<file path="config.mk">
export PLATFORM = sky130hd
export DESIGN_NAME = load_store_unit
export DESIGN_NICKNAME = d
export VERILOG_FILES = /design/src/rtl/load_store_unit.sv
export SDC_FILE = /design/constraint.sdc
export NUM_CORES = 1
export LEC_CHECK = 0
export BUFFER_PORTS_ARGS = -buffer_cell sky130_fd_sc_hd__buf_2
export CORE_UTILIZATION = 50
export CTS_CLUSTER_SIZE = 30
export DETAILED_ROUTE_END_ITERATION = 7
export PLACE_DENSITY = 0.77
export SLEW_MARGIN = 0
export SYNTH_ARGS = -nofsm -noshare
export SYNTH_HDL_FRONTEND = slang
export SYNTH_SLANG_ARGS = --single-unit
</file>
<file path="constraint.sdc">
create_clock -name clk -period 2.3 [get_ports clk]
set_input_delay 0.575 -clock clk [delete_from_list [all_inputs] [get_ports clk]]
set_output_delay 0.575 -clock clk [all_outputs]
set_load 0.02 [all_outputs]
</file>
<file path="src/rtl/load_store_unit.sv">
// RV32I load/store unit: one request at a time, byte and halfword stores merged
// into the memory word by read-modify-write, with all outputs driven from registers.
module load_store_unit #(
    parameter int unsigned DMEM_WORDS = 1024
) (
    input  logic        clk,
    input  logic        rst,
    input  logic        req_valid,
    output logic        req_ready,
    input  logic        req_store,
    input  logic [2:0]  req_funct3,
    input  logic [31:0] req_addr,
    input  logic [31:0] req_wdata,
    output logic        resp_valid,
    output logic [31:0] resp_rdata,
    output logic        resp_err,
    output logic        dmem_load,
    output logic        dmem_store,
    output logic [31:0] dmem_addr,
    output logic [31:0] dmem_wdata,
    input  logic [31:0] dmem_rdata
);

    typedef enum logic [2:0] {IDLE, LD, ST, RMW_RD, RMW_WR, RESP} state_t;

    state_t      state;
    logic [2:0]  funct3_q;
    logic [31:0] addr_q;
    logic [15:0] wdata_q;

    logic        req_err;
    logic [31:0] word_idx;
    logic [7:0]  lane_b;
    logic [15:0] lane_h;
    logic [31:0] load_val;
    logic [31:0] merged;

    always_comb begin
        word_idx = {2'b00, req_addr[31:2]};
        req_err  = 1'b0;
        if (req_store) begin
            if (req_funct3[2] || req_funct3[1:0] == 2'b11) req_err = 1'b1;
        end else if (req_funct3 inside {3'b011, 3'b110, 3'b111}) begin
            req_err = 1'b1;
        end
        if (req_funct3[1:0] == 2'b01 && req_addr[0])          req_err = 1'b1;
        if (req_funct3[1:0] == 2'b10 && req_addr[1:0] != 2'b00) req_err = 1'b1;
        if (word_idx >= DMEM_WORDS)                              req_err = 1'b1;
    end

    // Lane extraction and merge work on the latched request and live read data.
    always_comb begin
        case (addr_q[1:0])
            2'd0:    lane_b = dmem_rdata[7:0];
            2'd1:    lane_b = dmem_rdata[15:8];
            2'd2:    lane_b = dmem_rdata[23:16];
            default: lane_b = dmem_rdata[31:24];
        endcase
        lane_h = addr_q[1] ? dmem_rdata[31:16] : dmem_rdata[15:0];

        case (funct3_q)
            3'b000:  load_val = {{24{lane_b[7]}}, lane_b};
            3'b001:  load_val = {{16{lane_h[15]}}, lane_h};
            3'b100:  load_val = {24'h0, lane_b};
            3'b101:  load_val = {16'h0, lane_h};
            default: load_val = dmem_rdata;
        endcase

        merged = dmem_rdata;
        if (funct3_q[0]) begin
            if (addr_q[1]) merged[31:16] = wdata_q;
            else           merged[15:0]  = wdata_q;
        end else begin
            case (addr_q[1:0])
                2'd0:    merged[7:0]   = wdata_q[7:0];
                2'd1:    merged[15:8]  = wdata_q[7:0];
                2'd2:    merged[23:16] = wdata_q[7:0];
                default: merged[31:24] = wdata_q[7:0];
            endcase
        end
    end

    always_ff @(posedge clk) begin
        if (rst) begin
            state      <= IDLE;
            req_ready  <= 1'b1;
            resp_valid <= 1'b0;
            resp_rdata <= '0;
            resp_err   <= 1'b0;
            dmem_load  <= 1'b0;
            dmem_store <= 1'b0;
            dmem_addr  <= '0;
            dmem_wdata <= '0;
            funct3_q   <= '0;
            addr_q     <= '0;
            wdata_q    <= '0;
        end else begin
            // Every output is a one-state pulse; the case below only raises them.
            req_ready  <= 1'b0;
            resp_valid <= 1'b0;
            resp_rdata <= '0;
            resp_err   <= 1'b0;
            dmem_load  <= 1'b0;
            dmem_store <= 1'b0;
            dmem_addr  <= '0;
            dmem_wdata <= '0;
            case (state)
                IDLE: begin
                    req_ready <= 1'b1;
                    if (req_valid) begin
                        req_ready <= 1'b0;
                        funct3_q  <= req_funct3;
                        addr_q    <= req_addr;
                        wdata_q   <= req_wdata[15:0];
                        if (req_err) begin
                            state      <= RESP;
                            resp_valid <= 1'b1;
                            resp_err   <= 1'b1;
                        end else if (!req_store) begin
                            state     <= LD;
                            dmem_load <= 1'b1;
                            dmem_addr <= {req_addr[31:2], 2'b00};
                        end else if (req_funct3 == 3'b010) begin
                            state      <= ST;
                            dmem_store <= 1'b1;
                            dmem_addr  <= {req_addr[31:2], 2'b00};
                            dmem_wdata <= req_wdata;
                        end else begin
                            state     <= RMW_RD;
                            dmem_load <= 1'b1;
                            dmem_addr <= {req_addr[31:2], 2'b00};
                        end
                    end
                end
                LD: begin
                    state      <= RESP;
                    resp_valid <= 1'b1;
                    resp_rdata <= load_val;
                end
                ST: begin
                    state      <= RESP;
                    resp_valid <= 1'b1;
                end
                RMW_RD: begin
                    state      <= RMW_WR;
                    dmem_store <= 1'b1;
                    dmem_addr  <= {addr_q[31:2], 2'b00};
                    dmem_wdata <= merged;
                end
                RMW_WR: begin
                    state      <= RESP;
                    resp_valid <= 1'b1;
                end
                default: begin
                    state     <= IDLE;
                    req_ready <= 1'b1;
                end
            endcase
        end
    end

endmodule

</file>
==> results.yml <==
synth:
  synth.distinct_cells: 46
  yosysSeqAreaShare_pct: 51.7
  synthFlopType: "dfxtp_1"
  yosys-top-cells-area: "dfxtp_1 (52%), nand2_1 (9.7%), a21oi_1 (6.7%), mux2_2 (3.2%), o221a_2 (2.9%)"
  synth_edf_count: 0
  synth_top_area_share_pct: 51.7
  netlist_area_um2: 5920
  synthArstFlopShare_pct: 0
  synth_commonest_cells: "dfxtp_1 (153), nand2_1 (153), a21oi_1 (79), clkbuf_1 (44), and2_1 (21)"
  syn_inst: 662
  avgSynthCellArea_um2: 8.95
  yosysWarnings: 0
  synth_top_area_cell: "dfxtp_1"
  synth.ff_latch_count: 153
min_path:
  hp-class: "in2reg"
routing:
  drt_iter0_drc: 441
  wirelength_mm: 17.0
  vias: 5750
  antenna_left: 0
  drc: 0
  drtPass1Iterations: 6
  viasPerCell: 5.70
  wl_per_cell_um: 16.8
worst_setup_path:
  cp_common_cell: "nor3_1"
  worstPathRequired_ns: 2.64
  path_buf_inv: 1
  crit_arrival_ns: 2.34
  endpoint_kind: "flop"
  critPathLaunchType: "flop"
  path_max_fanout: 26
  cpLargestDelayFamily: "simple AND/OR/NAND/NOR gates"
  crit_slowest_cell: "and2_2"
  crit_type: "reg2reg"
  crit_chain: "nor3_1 -> and2_2 -> buf_12 -> nand2b_1 -> nor3_1"
  crit_path_max_incr_delay_ns: 0.54
timing:
  tightest_slew_ns: 0.710
  finalSetupTns_ns: 0
  timing.final.crit_period_ns: 2.01
  finalHoldViolations: 0
  slew_viol_final: 0
  rsz0062_at_grt: "false"
  post-route-period-util_pct: 87.2
  setup-violations-final: 0
  max_freq_mhz: 498
  relSlewSlack_pct: 52.5
  clock_skew_ns: 0.00699
  worst_slack_ns: 0.294
global_route:
  overflow: 0
  gr-usage-all-layers_pct: 28.2
  grt_pass1_wl_mm: 27.4
  grt_max_degree: 54
  grt_pass1_vias: 5427
  antenna_found_initial: 1
clocking:
  clock_latency_ns: 0.42
  path_clk_slew_ns: 0.06
  clkSinkCount: 153
  numCtsBuffers: 17
  cts_tree: "built"
  cts_root_buf: "clkbuf_16"
  htree_levels: 4
  cts_resized: 0
  clockBufferDepth: 2
  postCtsHoldBufs: 0
  post-cts-setup-buffer-count: 0
die:
  core-area_um2: 11500
  die_w_um: 111
  dieHeight_um: 111
  fp.dieArea_um2: 12300
  pin_count: 204
  initial_core_util_pct: 51.7
  rows: 39
final_layout:
  drive_gt1_share_pct: 33.8
  design_area_um2: 7660
  nFillCells: 954
  areaGrowthSynthToFinish_pct: 29.3
  nets: 955
place:
  placed_cell_area_um2: 7090
  place_congestion: 0.903
  port_buffers: 201
  hpwl_mm: 12.3
  pre_cts_slack_ns: 0.142
status:
  status: "complete, no violations"
power_and_ir_drop:
  p_per_area_nw_per_um2: 808
  irDropWorstVdd_uv: 705
  leakage_nw: 3.36
job:
  drv_cap: 0
[area by class of cell]
type                    instances  area [µm²]  share of cell area (%)
diodes                          1        2.50                  0.0327
clock buffers                  20         437                    5.70
clock inverters                12         126                    1.65
inverters                      18        67.6                   0.882
multi-input cells             437        2570                    33.6
flip-flops and latches        153        3060                    40.0
well taps                     143         179                    2.34
repair buffers                225        1210                    15.8
[state kept, by name, indices dropped and copies added (netlist names)]
signal and flops:
dmem_wdata 32, state 3, wdata_q 16, addr_q 32, resp_err 1, dmem_load 1
dmem_store 1, req_ready 1, dmem_addr 30, resp_valid 1, resp_rdata 32, funct3_q 3
[kinds of logic (layout without fill, tap and decap cells)]
kind of cell | Yosys count | count (layout) | share of synthesized area (%)
simple gates | 235 | 235 | 18.1
compound gates | 178 | 178 | 20.9
buf+inv | 73 | 275 | 5.13
mux | 20 | 20 | 3.74
xor+xnor | 1 | 1 | 0.148
flops | 153 | 153 | 51.7
other cells | 1 | 3 | 0.0633
fa+ha+maj | 1 | 1 | 0.169
[metal layers]
metal,vias up,part of all wire (%),track usage [%]
li1,2716,-,-
met1,2668,40,33.7
met2,310,48,45.8
met3,54,9.8,10.1
met4,2,2.8,12.0
met5,-,0.047,0
[worst paths after layout]
check | startpoint | to | slack (ns) | cells past startpoint
setup / recovery | state[2] | dmem_load | 0.29 | 5
hold / removal | req_wdata[25] | dmem_wdata[25] | 0.37 | 2
hold reg to reg | addr_q[18] | addr_q[18] | 0.45 | 2
setup reg to reg | state[2] | dmem_load | 0.29 | 5
[metrics by stage]
stage | power [mW] | instances | hold slack, ns | util, %
2_1_floorplan | 3.28 | 663 | 0.430 | -
3_3_place_gp | 3.54 | 976 | 0.435 | 61.9
3_5_place_dp | 3.56 | 976 | 0.444 | 61.9
4_1_cts | 6.20 | 1008 | 0.358 | 66.8
5_1_grt | 6.41 | 1008 | 0.361 | 66.8
6_report | 6.19 | 1009 | 0.370 | 66.8
[worst reg2reg max path, cell delays in order (launching register included)]
cell      delay (ns)
dfxtp_1         0.44
nor3_1          0.44
and2_2          0.54
buf_12          0.22
nand2b_1        0.12
nor3_1          0.17
[cells in the final DEF (no fill, tap or decap), drive strengths merged, types with 2 or more instances in the layout]
cell | netlist | final
o221ai | 8 | 8
and2 | 21 | 21
a211o | 3 | 3
mux2i | 3 | 3
clkbuf | 44 | 20
o21ai | 10 | 10
nor3b | 8 | 8
o221a | 15 | 15
a221oi | 8 | 8
nor3 | 15 | 15
mux2 | 17 | 17
nand2 | 153 | 153
dfxtp | 153 | 153
nand3 | 10 | 10
bufinv | 0 | 2
a32o | 16 | 16
clkinv | 1 | 5
conb | 1 | 2
nor4 | 6 | 6
nand2b | 2 | 2
inv | 17 | 18
a31oi | 7 | 7
nor2 | 12 | 12
nor4b | 2 | 2
a21oi | 79 | 79
a31o | 8 | 8
o31ai | 18 | 18
clkinvlp | 0 | 5
buf | 11 | 225
[where the power goes]
group | leakage, nW | internal (mW) | switching [mW]
registers | 1.24 | 2.75 | 0.0608
logic | 1.85 | 0.259 | 0.453
clock network | 0.262 | 1.59 | 1.08
No activity file was read; power rests on OpenSTA's default activity.
